### src/rtl/paula_audio_pkg.sv
// Shared definitions for the Paula-style four-channel audio mixer:
// sequencer states, volume full-scale value and datapath widths.
package paula_audio_pkg;

  typedef enum logic [2:0] {
    IDLE,
    CH0,
    CH1,
    CH2,
    CH3,
    DONE
  } mix_state_t;

  localparam int unsigned VOL_MAX = 64;
  localparam int unsigned PROD_W  = 14;
  localparam int unsigned SUM_W   = 15;

  function automatic logic [1:0] chan_of(input mix_state_t s);
    case (s)
      CH1:     return 2'd1;
      CH2:     return 2'd2;
      CH3:     return 2'd3;
      default: return 2'd0;
    endcase
  endfunction

endpackage

### src/rtl/paula_audio_volume.sv
// Signed 8-bit sample times unsigned 6-bit volume, 14-bit signed product.
module paula_audio_volume
  import paula_audio_pkg::*;
(
  input  logic [7:0]        sample,
  input  logic [5:0]        vol,
  output logic [PROD_W-1:0] product
);

  logic signed [PROD_W-1:0] sample_ext;
  logic signed [PROD_W-1:0] vol_ext;

  assign sample_ext = {{(PROD_W-8){sample[7]}}, sample};
  assign vol_ext    = {{(PROD_W-6){1'b0}}, vol};
  // |result| <= 128*63, so truncation to PROD_W bits is exact
  assign product    = sample_ext * vol_ext;

endmodule

### src/rtl/paula_audio_mixer.sv
// Four-channel audio mixer: snapshots inputs on strb, scales each channel
// through one shared multiplier and sums into left (0+3) / right (1+2) outputs.
module paula_audio_mixer
  import paula_audio_pkg::*;
(
  input  logic        clk,
  input  logic        reset_n,
  input  logic        clk7_en,
  input  logic        strb,
  input  logic [7:0]  sample0,
  input  logic [7:0]  sample1,
  input  logic [7:0]  sample2,
  input  logic [7:0]  sample3,
  input  logic [6:0]  vol0,
  input  logic [6:0]  vol1,
  input  logic [6:0]  vol2,
  input  logic [6:0]  vol3,
  input  logic [3:0]  mute,
  output logic [14:0] ldata,
  output logic [14:0] rdata,
  output logic        valid,
  output logic        busy,
  output logic        overrun
);

  mix_state_t state, state_next;

  logic [7:0]  smp      [4];
  logic [6:0]  vol_snap [4];
  logic [3:0]  mute_snap;

  logic signed [SUM_W-1:0] acc_l, acc_r;

  logic [1:0]        ch;
  logic [7:0]        sel_sample;
  logic [6:0]        sel_vol;
  logic              sel_mute;
  logic [PROD_W-1:0] mult_prod;
  logic [PROD_W-1:0] prod;
  logic [SUM_W-1:0]  prod_ext;

  assign ch         = chan_of(state);
  assign sel_sample = smp[ch];
  assign sel_vol    = vol_snap[ch];
  assign sel_mute   = mute_snap[ch];
  assign busy       = (state != IDLE);

  paula_audio_volume u_volume (
    .sample  (sel_sample),
    .vol     (sel_vol[5:0]),
    .product (mult_prod)
  );

  // Full scale (and above) bypasses the 6-bit multiplier as a plain shift
  always_comb begin
    prod = mult_prod;
    if (sel_vol >= 7'(VOL_MAX)) prod = {sel_sample, 6'b0};
    if (sel_mute) prod = '0;
  end

  assign prod_ext = {prod[PROD_W-1], prod};

  always_ff @(posedge clk or negedge reset_n) begin
    if (!reset_n) state <= IDLE;
    else if (clk7_en) state <= state_next;
  end

  always_comb begin
    state_next = state;
    case (state)
      IDLE:    if (strb) state_next = CH0;
      CH0:     state_next = CH1;
      CH1:     state_next = CH2;
      CH2:     state_next = CH3;
      CH3:     state_next = DONE;
      DONE:    state_next = IDLE;
      default: state_next = IDLE;
    endcase
  end

  // Pulses clear on every clk so they stay one clk wide regardless of clk7_en
  always_ff @(posedge clk or negedge reset_n) begin
    if (!reset_n) begin
      smp       <= '{default: '0};
      vol_snap  <= '{default: '0};
      mute_snap <= '0;
      acc_l     <= '0;
      acc_r     <= '0;
      ldata     <= '0;
      rdata     <= '0;
      valid     <= 1'b0;
      overrun   <= 1'b0;
    end else begin
      valid   <= 1'b0;
      overrun <= 1'b0;
      if (clk7_en) begin
        case (state)
          IDLE: if (strb) begin
            smp[0]      <= sample0;
            smp[1]      <= sample1;
            smp[2]      <= sample2;
            smp[3]      <= sample3;
            vol_snap[0] <= vol0;
            vol_snap[1] <= vol1;
            vol_snap[2] <= vol2;
            vol_snap[3] <= vol3;
            mute_snap   <= mute;
            acc_l       <= '0;
            acc_r       <= '0;
          end
          CH0, CH3: acc_l <= acc_l + prod_ext;
          CH1, CH2: acc_r <= acc_r + prod_ext;
          DONE: begin
            ldata <= acc_l;
            rdata <= acc_r;
            valid <= 1'b1;
          end
          default: ;
        endcase
        if (strb && state != IDLE) overrun <= 1'b1;
      end
    end
  end

endmodule

### config.mk
export PLATFORM = sky130hd
export DESIGN_NAME = paula_audio_mixer
export DESIGN_NICKNAME = d
export VERILOG_FILES = /design/src/rtl/paula_audio_pkg.sv /design/src/rtl/paula_audio_volume.sv /design/src/rtl/paula_audio_mixer.sv
export SDC_FILE = /design/constraint.sdc
export NUM_CORES = 1
export LEC_CHECK = 0
export CAP_MARGIN = 20
export CORE_ASPECT_RATIO = 0.8
export CORE_UTILIZATION = 57
export DETAILED_ROUTE_END_ITERATION = 10
export GPL_ROUTABILITY_DRIVEN = 0
export PLACE_DENSITY = 0.83
export SLEW_MARGIN = 40
export SYNTH_ARGS = -nofsm -noshare
export SYNTH_HDL_FRONTEND = slang
export SYNTH_SLANG_ARGS = --single-unit
### constraint.sdc
create_clock -name clk -period 9.78 [get_ports clk]
set_input_delay 0.978 -clock clk [delete_from_list [all_inputs] [get_ports clk]]
set_output_delay 0.978 -clock clk [all_outputs]
set_load 0.01 [all_outputs]
**Word level (Yosys, flattened, before mapping)**

Index checks and enable logic that the tools add are counted.

- $add $sub $neg: 2
- Order comparisons: 3
- Equality and inequality tests: 6
- Mux-type cells: 20
- Reductions and logical operators: 12
- Multipliers: 1
- Bitwise logic cells: 1

Operators by type and width:

| kind | count |
|---|---|
| $pmux 15 s2 | 2 |
| $add 15x15->15 | 2 |
| $mux 14 | 2 |
| $bmux 8 s2 | 1 |
| $mux 8 | 2 |
| $mux 15 | 1 |
| $pmux 3 s5 | 1 |
| $bmux 7 s2 | 1 |
| $mul 8x7->14 | 1 |
| $mux 7 | 2 |
| $reduce_and 3->1 | 3 |
| $ge 7x7->1 const B | 1 |
| $eq 3x2->1 const B | 2 |
| $eq 3x3->1 const B | 2 |
| $pmux 2 s3 | 1 |
| $mux 1 | 5 |
| $reduce_and 2->1 | 2 |
| $reduce_bool 2->1 | 2 |
| $reduce_or 2->1 | 2 |
| $eq 3x1->1 const B | 1 |
| $ge 3x3->1 const B | 1 |
| $logic_not 3->1 | 1 |
| $lt 2x3->1 const B | 1 |
| $mux 3 | 1 |
| 5 further kinds | 5 |

- Flip-flop bits (word level): 129
- Input port bits: 68
- Word-level logic and storage cells: 61

**Longest topological paths before layout**

- Word-level depth: 11
- Depth in mapped cells: 36
- Mapped depth without buffers: 34

**By module**

Synthesis repeated with hierarchy kept, for this count alone.

- Cell total of the unflattened synthesis: 947
- Area total of the unflattened synthesis: 9081.2 µm²

By module, submodules not included:

| module | instances | cells each | area an instance (µm²) | sequential area each (µm²) |
|---|---|---|---|---|
| paula_audio_mixer | 1 | 726 | 7168.1 | 3228.1 |
| paula_audio_volume | 1 | 221 | 1913.1 | 0.0 |

**Worst setup path before layout**

Ideal clock, no wire load.

- Kind: reg2reg
- Start point: register state[2]
- End point: register acc_l[13]
- Cell stages (with the launch flop): 35
- Path slack: 2.679 ns
- Library setup time: 0.124 ns
- Arrival: 6.976 ns
- Path buffers: 2
- Cells stage by stage: dfrtp_1 buf_6 nand2b_2 buf_2 a21oi_1 mux2i_1 nand2_1 o22ai_1 o21ai_0 o21ai_1 nor2_1 ha_1 inv_1 fa_1 inv_1 fa_1 inv_1 fa_1 inv_1 ha_1 nand3_1 o2111ai_1 xor2_1 a21oi_1 nor2_1 ha_1 and2_1 o21ai_0 o31ai_1 o41ai_1 nand2b_1 a311oi_2 xnor2_1 mux2i_1 o21ai_1

- Cells in the longest elaborated chain, start to end: 11

Ends and longest elaborated chain:

| what | RTL line | text |
|---|---|---|
| from (decl) | paula_audio_mixer.sv:26 | `mix_state_t state, state_next;` |
| from (signal assigned) | paula_audio_mixer.sv:65 | `else if (clk7_en) state <= state_next;` |
| $eq 3x3->1 / $eq 3x2->1 (equally long branches) | paula_audio_pkg.sv:19, paula_audio_mixer.sv:97 |  |
| $pmux 2 s3 | paula_audio_pkg.sv:19 | `case (s)` |
| $not 2->3 (not written as such) | paula_audio_mixer.sv:43, paula_audio_mixer.sv:44 |  |
| $bmux 8 s2 / $bmux 7 s2 (equally long branches) | paula_audio_mixer.sv:43, paula_audio_mixer.sv:44 |  |
| $mux 8 (not written as such) / $mux 7 (equally long branches) (2 in series) | paula_audio_mixer.sv:43, paula_audio_mixer.sv:44 |  |
| $mul 8x7->14 / $ge 7x7->1 (equally long branches) | paula_audio_volume.sv:16, paula_audio_mixer.sv:57 |  |
| $mux 14 | paula_audio_mixer.sv:57 | `if (sel_vol >= 7'(VOL_MAX)) prod = {sel_sample, 6'b0};` |
| $mux 14 | paula_audio_mixer.sv:58 | `if (sel_mute) prod = '0;` |
| $add 15x15->15 | paula_audio_mixer.sv:111 | `CH0, CH3: acc_l <= acc_l + prod_ext;` |
| $pmux 15 s2 | paula_audio_mixer.sv:97 | `case (state)` |
| to (signal assigned) | paula_audio_mixer.sv:111 |  |
| to (decl) | paula_audio_mixer.sv:32 | `logic signed [SUM_W-1:0] acc_l, acc_r;` |

Several ways; a longest one is shown, not always the timed one. The select of a mux whose other input is x is not followed.
A chain may end at the register's enable or synchronous reset.

**Final worst setup path**

Ends and elaborated chain as after synthesis.

==> results_dict.tcl <==
set metrics [dict create \
    cts_buffers 17 \
    ctsHoldBuffers 0 \
    drc_errors 0 \
    synth_flop_cell "dfrtp_1" \
    grt_overflow_total 0 \
    antenna_found_initial 0 \
    antennaDiodeCount 0 \
    fp.dieArea_sq_um 15900 \
    ctsLongestPathBuffers 2 \
    place_area_sq_um 9900 \
    maxSlewHeadroom_pct 45.0 \
    worstSkewPairLatency_ps 420 \
    cts-root-buf "clkbuf_16" \
    drive_above_1_share_pct 6.13 \
    cts_tree "done" \
    yosysWarnings 0 \
    wl_per_cell_microns 16.0 \
    finalSetupTns_ps 0 \
    viasPerCell 5.69 \
    synth_nets 1200 \
    ys_types 73 \
    die_width_microns 141 \
    netlist_top_cells_count "nand2_1, dfrtp_1, nor2_1" \
    worst_slew_pin_slew_ps 820 \
    cts_setup_buffers 0 \
    detail-route-antenna-nets 0 \
    cap_violations 0 \
    clock_sink_count 129 \
    post-synth-top-area-cell "dfrtp_1" \
    fmax_mhz 117 \
    ys_ff_latch 129 \
    max_stage_delay_ps 760 \
    htreeDepth 4 \
    worstPathRequired_ps 10080 \
    grtUsageTotal_pct 28.3 \
    drt_iter0_markers 686 \
    setup_viol 0 \
    cp_max_fo 20 \
    avgSynthCellArea_sq_um 8.37 \
    hold_class "reg -> reg" \
    status "finished clean" \
    core_sq_um 15000 \
    crit_type "reg -> reg" \
    timing.hold.ws_ps 470 \
    portBuffers 100 \
    dieHeight_microns 113 \
    grt_pass1_wl_microns 35300 \
    rsz0062_at_grt "no" \
    final_nets 1283 \
    hold_viol 0 \
    fin_area_sq_um 10500 \
    endpoint_kind "flip-flop" \
    synthCells 1046 \
    synth.area.top_cells "dfrtp_1, nand2_1, fa_1" \
    routed_wl_microns 21400 \
    cts_resized 0 \
    ys_seq_area_share_pct 36.9 \
    synth_area_sq_um 8750 \
    grt_pass1_vias 7048 \
    synth_edf_count 0 \
    crit_top_cell "inv_1" \
    initial_core_util_pct 58.3 \
    postSynth.asyncResetShare_pct 100 \
    period_needed_ps 8530 \
    fin_skew_ps 13.0 \
    cp_slowest_cell "dfrtp_1" \
    yosysTopAreaCellShare_pct 36.9 \
    crit_arrival_ps 8830 \
    start_kind "flip-flop" \
    period_share_pct 87.2 \
    clkSlewWorstSetupHoldPaths_ps 60 \
    fin_util_pct 70.3 \
    num_io_pins 101 \
    slew_violations 0 \
    rows 40 \
    synth.most_common_cell "nand2_1" \
    area_growth_pct 20.5 \
    grt_max_degree 81 \
    dp_hpwl_microns 15500 \
    num_vias 7578 \
    drt_first_pass_iters 5 \
]
## placed cells by master (no fill, tap or decap), drive strengths merged, types with 7 or more instances in the layout
master	netlist	routed
clkdlybuf4s50	0	99
and3	7	7
o221ai	10	10
a21o	7	7
xor2	15	15
nand2	313	313
nor3	12	12
a21oi	21	21
nand2b	10	10
xnor2	18	18
dfrtp	129	129
or2	10	10
nor2b	10	10
o21a	7	7
buf	13	9
o22ai	12	12
nand3	23	23
o21ai	62	62
fa	35	35
nor2	85	85
ha	51	51
inv	68	75
or3	10	10
clkbuf	31	17
## metrics by stage
stage	setup slack (ps)	instances
finish	1250	1331
global route	600	1331
CTS	1380	1331
detailed placement	1470	1299
global placement	1880	1297
floorplan	2680	1046
## cell families after synthesis
family	synth area share [%]
XOR/XNOR	3.52
adder cells (fa/ha/maj)	15.4
AND/OR/NAND/NOR	24.4
buffers and inverters	5.13
AO/OA/AOI/OAI	13.6
multiplexers	1.10
flip-flops	36.9
## sequential cells by signal, indices dropped and copies added (netlist names)
name / flops
vol_snap: 28
ldata: 15
smp: 32
acc_r: 15
rdata: 15
acc_l: 15
overrun: 1
mute_snap: 4
valid: 1
state: 3
## worst max-delay path: cells and delay by family, from the launching register on
| family | cells | cell delay (ps) |
|---|---|---|
| AO/OA/AOI/OAI | 11 | 2740 |
| adder cells (fa/ha/maj) | 6 | 2580 |
| AND/OR/NAND/NOR | 7 | 1290 |
| flip-flops | 1 | 760 |
| multiplexers | 2 | 490 |
| XOR/XNOR | 2 | 370 |
| buffers and inverters | 4 | 210 |
## worst paths after layout
kind | startpoint | to | slack (ps) | cells after the start
setup reg to reg | state[2] | acc_l[13] | 1250 | 32
min in group asynchronous | reset_n | rdata[10] | 590 | 1
setup / recovery | state[2] | acc_l[13] | 1250 | 32
max in group asynchronous | reset_n | mute_snap[0] | 8060 | 2
hold reg to reg | ldata[8] | ldata[8] | 470 | 2
hold / removal | ldata[8] | ldata[8] | 470 | 2
## cell type report
class | count | area, sq um
Multi-Input combinational cell | 805 | 5090
Clock inverter | 15 | 220
Tap cell | 189 | 236
Fill cell | 1170 | 4470
Clock buffer | 17 | 425
Inverter | 68 | 255
Sequential cell | 129 | 3230
Timing Repair Buffer | 108 | 1090
## per-layer routing
layer  global-route usage [%]  vias to the layer above  wire length (microns)
li1                         -                     3661                      -
met1                     41.4                     3623                  10200
met2                     43.5                      262                   9490
met3                     5.59                       32                   1340
met4                     6.74                        0                    330
met5                        0                        -                      0
Power is left out: the tool's default activity adds up to more than one toggle a clock period on the data nets, which glitch-free logic cannot reach.
